[config.mk]
export PLATFORM = sky130hd
export DESIGN_NAME = uart_rx_deframer_flat
export DESIGN_NICKNAME = d
export VERILOG_FILES = /design/src/rtl/uart_rx_if.sv /design/src/rtl/uart_rx_deframer.sv /design/src/flat_wrapper.sv
export SDC_FILE = /design/constraint.sdc
export NUM_CORES = 1
export LEC_CHECK = 0
export CAP_MARGIN = 20
export CELL_PAD_IN_SITES_DETAIL_PLACEMENT = 1
export CELL_PAD_IN_SITES_GLOBAL_PLACEMENT = 2
export CORE_MARGIN = 2
export CORE_UTILIZATION = 40
export DETAILED_ROUTE_END_ITERATION = 16
export PLACE_DENSITY_LB_ADDON = 0.3
export SYNTH_ARGS = -nofsm -noshare
export SYNTH_HDL_FRONTEND = slang
export SYNTH_SLANG_ARGS = --single-unit
[constraint.sdc]
create_clock -name clk -period 2.61 [get_ports clk]
set_clock_uncertainty 0.05 [all_clocks]
set_input_delay 0.522 -clock clk [delete_from_list [all_inputs] [get_ports clk]]
set_output_delay 0.522 -clock clk [all_outputs]
set_load 0.03 [all_outputs]
[src/rtl/uart_rx_if.sv]
// Receive-side bundle of the console UART: serial pad input plus the byte
// stream handshake and error pulses presented to the consumer.
interface uart_rx_if;
  logic       rx;
  logic [7:0] rx_data;
  logic       rx_valid;
  logic       rx_ready;
  logic       frame_err;
  logic       overrun;

  modport master (
    input  rx,
    input  rx_ready,
    output rx_data,
    output rx_valid,
    output frame_err,
    output overrun
  );

  modport slave (
    output rx,
    output rx_ready,
    input  rx_data,
    input  rx_valid,
    input  frame_err,
    input  overrun
  );
endinterface

[src/rtl/uart_rx_deframer.sv]
// 8N1 UART receiver: two-flop synchroniser, mid-bit sampling deframer and a
// 4-entry byte FIFO with valid/ready pop and single-cycle error pulses.
module uart_rx_deframer #(
  parameter int CLK_DIV = 434,
  parameter int DIV_W   = 16
) (
  input  logic      clk,
  input  logic      rst,
  uart_rx_if.master bus
);
  localparam logic [2:0] S_IDLE  = 3'd0;
  localparam logic [2:0] S_START = 3'd1;
  localparam logic [2:0] S_DATA  = 3'd2;
  localparam logic [2:0] S_STOP  = 3'd3;
  localparam logic [2:0] S_BREAK = 3'd4;

  localparam logic [DIV_W-1:0] CNT_HALF = DIV_W'(CLK_DIV / 2 - 1);
  localparam logic [DIV_W-1:0] CNT_FULL = DIV_W'(CLK_DIV - 1);

  logic             rx_p0;
  logic             rx_s;
  logic [2:0]       state;
  logic [DIV_W-1:0] cnt;
  logic [2:0]       bitn;
  logic [7:0]       shreg;
  logic [7:0]       mem [4];
  logic [1:0]       wr_ptr;
  logic [1:0]       rd_ptr;
  logic [2:0]       count;
  logic             frame_err_q;
  logic             overrun_q;
  logic             tick;
  logic             push;
  logic             pop;
  logic             full;
  logic             wr_en;

  assign tick  = (cnt == '0);
  assign push  = (state == S_STOP) && tick && rx_s;
  assign pop   = bus.rx_ready && (count != 3'd0);
  assign full  = (count == 3'd4);
  // A full FIFO still accepts the new byte when the head leaves in the same cycle.
  assign wr_en = push && (!full || pop);

  // Stage p0 -> rx_s: metastability guard on the pad input
  always_ff @(posedge clk) begin
    if (rst) begin
      rx_p0 <= 1'b1;
      rx_s  <= 1'b1;
    end else begin
      rx_p0 <= bus.rx;
      rx_s  <= rx_p0;
    end
  end

  // Deframer: cnt runs down to the next sample point of the current bit
  always_ff @(posedge clk) begin
    if (rst) begin
      state <= S_IDLE;
      cnt   <= '0;
      bitn  <= '0;
      shreg <= '0;
    end else begin
      case (state)
        S_IDLE: begin
          if (!rx_s) begin
            state <= S_START;
            cnt   <= CNT_HALF;
          end
        end
        S_START: begin
          if (tick) begin
            if (rx_s) begin
              state <= S_IDLE;
            end else begin
              state <= S_DATA;
              cnt   <= CNT_FULL;
              bitn  <= '0;
            end
          end else begin
            cnt <= cnt - 1'b1;
          end
        end
        S_DATA: begin
          if (tick) begin
            shreg <= {rx_s, shreg[7:1]};
            cnt   <= CNT_FULL;
            if (bitn == 3'd7) state <= S_STOP;
            else              bitn  <= bitn + 3'd1;
          end else begin
            cnt <= cnt - 1'b1;
          end
        end
        S_STOP: begin
          if (tick) state <= rx_s ? S_IDLE : S_BREAK;
          else      cnt   <= cnt - 1'b1;
        end
        S_BREAK: begin
          if (rx_s) state <= S_IDLE;
        end
        default: state <= S_IDLE;
      endcase
    end
  end

  // FIFO and error pulses, all updated on the edge ending the stop sample
  always_ff @(posedge clk) begin
    if (rst) begin
      wr_ptr      <= '0;
      rd_ptr      <= '0;
      count       <= '0;
      frame_err_q <= 1'b0;
      overrun_q   <= 1'b0;
      for (int i = 0; i < 4; i++) mem[i] <= '0;
    end else begin
      frame_err_q <= (state == S_STOP) && tick && !rx_s;
      overrun_q   <= push && full && !pop;
      if (wr_en) begin
        mem[wr_ptr] <= shreg;
        wr_ptr      <= wr_ptr + 2'd1;
      end
      if (pop) rd_ptr <= rd_ptr + 2'd1;
      case ({wr_en, pop})
        2'b10:   count <= count + 3'd1;
        2'b01:   count <= count - 3'd1;
        default: count <= count;
      endcase
    end
  end

  assign bus.rx_data   = mem[rd_ptr];
  assign bus.rx_valid  = (count != 3'd0);
  assign bus.frame_err = frame_err_q;
  assign bus.overrun   = overrun_q;
endmodule

[src/flat_wrapper.sv]
// flat-port wrapper written by rule: the top's interface ports become plain ports
module uart_rx_deframer_flat 
#(
  parameter int CLK_DIV = 434,
  parameter int DIV_W   = 16
)
  (clk, rst, bus_rx, bus_rx_ready, bus_rx_data, bus_rx_valid, bus_frame_err, bus_overrun);
  uart_rx_if bus_i ();
  input  logic clk;
  input  logic rst;
  input wire logic [$bits(bus_i.rx)-1:0] bus_rx;
  input wire logic [$bits(bus_i.rx_ready)-1:0] bus_rx_ready;
  output wire logic [$bits(bus_i.rx_data)-1:0] bus_rx_data;
  output wire logic [$bits(bus_i.rx_valid)-1:0] bus_rx_valid;
  output wire logic [$bits(bus_i.frame_err)-1:0] bus_frame_err;
  output wire logic [$bits(bus_i.overrun)-1:0] bus_overrun;
  assign bus_i.rx = bus_rx;
  assign bus_i.rx_ready = bus_rx_ready;
  assign bus_rx_data = bus_i.rx_data;
  assign bus_rx_valid = bus_i.rx_valid;
  assign bus_frame_err = bus_i.frame_err;
  assign bus_overrun = bus_i.overrun;
  uart_rx_deframer #(.CLK_DIV(CLK_DIV), .DIV_W(DIV_W)) u_core (.clk(clk), .rst(rst), .bus(bus_i));
endmodule
==> results.py <==
metrics = {
    "layout": {
        "fill_cells": 923,
        "antenna_cells": 0,
        "syn2layout_area_growth_pct": 15.7,
        "utilization_pct": 47.7,
        "layout.nets": 370,
        "drive_gt1_share_pct": 17.8,
    },
    "global_routing": {
        "grt_max_degree": 35,
        "grt_pass1_vias": 2649,
        "grt_pass1_wl_um": 13600,
        "grt_use_total_pct": 17.7,
        "antenna_found_initial": 0,
        "grt_overflow_total": 0,
    },
    "flow_run": {
        "drv_cap": 0,
    },
    "pwr": {
        "finalPower_mw": 3.26,
        "power_leakage_nw": 1.62,
        "ir_drop_v": 0.000289,
        "power_density_nw_per_um2": 785,
    },
    "worst_setup_path": {
        "endpoint_kind": "register",
        "arrival_ns": 2.36,
        "worstPathRequired_ns": 2.57,
        "cp_slowest_cell": "a21o_1",
        "crit_family": "simple AND/OR/NAND/NOR gates",
        "cpPeakStageDelay_ns": 0.35,
        "ff2ff_setup_slack_ns": 0.21,
        "r2r_end": "u_core.mem[3][1]",
        "path_buf_inv": 2,
        "r2r-start": "u_core.cnt[1]",
        "path_cells": "inv_1 -> ha_1 -> nor4b_4 -> nand4_2 -> nor4_1 -> buf_4 -> a21o_1",
        "reg2reg_depth": 7,
        "critPathLaunch": "u_core.cnt[1]",
        "crit_fanout": 8,
        "startpoint_type": "register",
        "crit_type": "reg2reg",
    },
    "drt": {
        "wire_per_inst_um": 16.8,
        "wl_um": 7960,
        "drtIter0Drc": 57,
        "first_pass_iters": 4,
        "drc_errors": 0,
        "postRouteAntennaNets": 0,
        "viasPerCell": 5.45,
        "vias": 2583,
    },
    "timing": {
        "maxSlewViolCount": 0,
        "final.period_utilization_pct": 92.1,
        "finalSetupViolCount": 0,
        "finalHoldViolations": 0,
        "worstMarginPinSlew_ns": 0.592,
        "finalWorstPathRequiredPeriod_ns": 2.40,
        "worst_slack_ns": 0.207,
        "fmax_mhz": 416,
        "setup_tns_ns": 0,
        "slew_headroom_pct": 60.2,
        "rsz0062_at_grt": "false",
    },
    "floorplanning": {
        "dieArea_sq_um": 9750,
        "rows": 34,
        "fp.dieW_um": 98.8,
        "io_pins": 15,
        "coreArea_sq_um": 8720,
        "die-height_um": 98.8,
        "start_util_pct": 41.2,
    },
    "synthesis": {
        "synthTopCellsByCount": "dfxtp_1, and2_1, edfxtp_1",
        "synth_area_leader_cell": "edfxtp_1",
        "yosys_warnings": 0,
        "yosysMostFrequentCell": "dfxtp_1",
        "synth_edf_count": 32,
        "syn-cell-area_sq_um": 3590,
        "ys.flop_type": "dfxtp_1",
        "yosysSeqAreaShare_pct": 50.7,
        "yosys.cell_types.count": 67,
        "synth_cells": 331,
        "synth_fp_nets": 340,
        "synth-seq-cells": 75,
        "synthTopCellsByArea": "edfxtp_1, dfxtp_1, and2_1",
        "avgSynthCellArea_sq_um": 10.9,
        "yosys.area.top_type_share_pct": 26.8,
        "async_reset_ff_share_pct": 0,
    },
    "place": {
        "gp_congestion": 0.765,
        "hpwl_um": 5850,
        "io_buffers": 14,
        "dpl_worst_slack_ns": 0.162,
    },
    "min_path": {
        "hp-class": "reg2reg",
        "hold_start": "u_core.rx_p0",
        "min_path_cells": 1,
        "holdPathEnd": "u_core.rx_s",
    },
    "clocking": {
        "root_buffer": "clkbuf_8",
        "clk_pin_slew_worst_paths_ns": 0.09,
        "htreeDepth": 3,
        "cts_tree": "built",
        "cts-hold-fix-buffers": 0,
        "clk_latency_ns": 0.35,
        "clkSinkCount": 75,
        "cts_buffers": 9,
        "cts.path.max_buffers": 2,
    },
    "outcome": {
        "status": "complete, no violations",
    },
}
[final cells by class]
class | count | area (sq um) | share of cell area, %
Sequential cell | 75 | 1820 | 43.8
Multi-Input combinational cell | 228 | 1620 | 38.9
Timing Repair Buffer | 35 | 330 | 7.95
Tap cell | 108 | 135 | 3.25
Clock buffer | 9 | 124 | 2.98
Clock inverter | 7 | 82.6 | 1.99
Inverter | 12 | 45.0 | 1.08
[cells by family (layout without fill, tap and decap cells)]
| kind of cell | Yosys count | count (layout) | share of synthesized area [%] |
|---|---|---|---|
| AND/OR/NAND/NOR | 137 | 137 | 22.6 |
| flip-flops | 75 | 75 | 50.7 |
| AO/OA/AOI/OAI | 62 | 62 | 11.3 |
| buffers and inverters | 28 | 63 | 4.25 |
| XOR/XNOR | 12 | 12 | 2.93 |
| multiplexers | 12 | 12 | 6.20 |
| adder cells (fa/ha/maj) | 5 | 5 | 1.95 |
[flip-flops by register name, indices dropped and copies added, names as in the netlist, named ones only]
register,cells
u_core.mem,32
u_core.cnt,16
u_core.shreg,8
u_core.bitn,3
u_core.count,3
u_core.state,3
u_core.rd_ptr,2
u_core.wr_ptr,2
u_core.bus.frame_err,1
u_core.bus.overrun,1
u_core.rx_p0,1
u_core.rx_s,1
[placed cells by master (no fill, tap or decap), drive strengths merged, types with 9 or more instances in the layout]
cell type / instances
buf: 21
and2: 34
nor4: 11
nor2: 29
a21oi: 14
edfxtp: 32
clkbuf: 9
o21ai: 12
inv: 16
nand2: 24
dfxtp: 43
[metal layers]
layer / wire [um] / up-vias / track usage [%]
met1: 3620 / 1270 / 23.0
met3: 216 / 10 / 2.91
met2: 3990 / 34 / 29.2
li1: - / 1269 / -
met5: 0 / - / 0
met4: 129 / 0 / 7.48
[what timing repair did]
action                     in CTS  in global routing
setup endpoints to repair       0                  8
gates resized for setup         0                  8
hold endpoints to repair        0                  0
setup buffers                   0                  0
[metrics by stage]
stage / cell area, sq um / cells / hold slack, ns
final: 4160 / 474 / 0.366
after global routing: 4160 / 474 / 0.386
after CTS: 4140 / 474 / 0.370
after detailed placement: 3930 / 458 / 0.347
after global placement: 3930 / 458 / 0.342
after floorplan: 3590 / 331 / 0.339
[power breakdown]
part,internal [mW],switching [mW],total (mW)
sequential,1.30,0.0769,1.38
combinational,0.430,0.513,0.943
clock,0.458,0.483,0.941
[worst max-delay path by stage]
stage	endpoint	slack [ns]	depth (start not counted)
final	u_core.mem[3][1]	0.21	7
after global routing	u_core.mem[0][2]	0.02	7
after CTS	bus_rx_data[7]	0.004	3
after detailed placement	u_core.mem[0][6]	0.16	6
after global placement	u_core.count[2]	0.20	6
after floorplan	u_core.count[1]	0.29	8
Power figures use the tool's default switching activity.
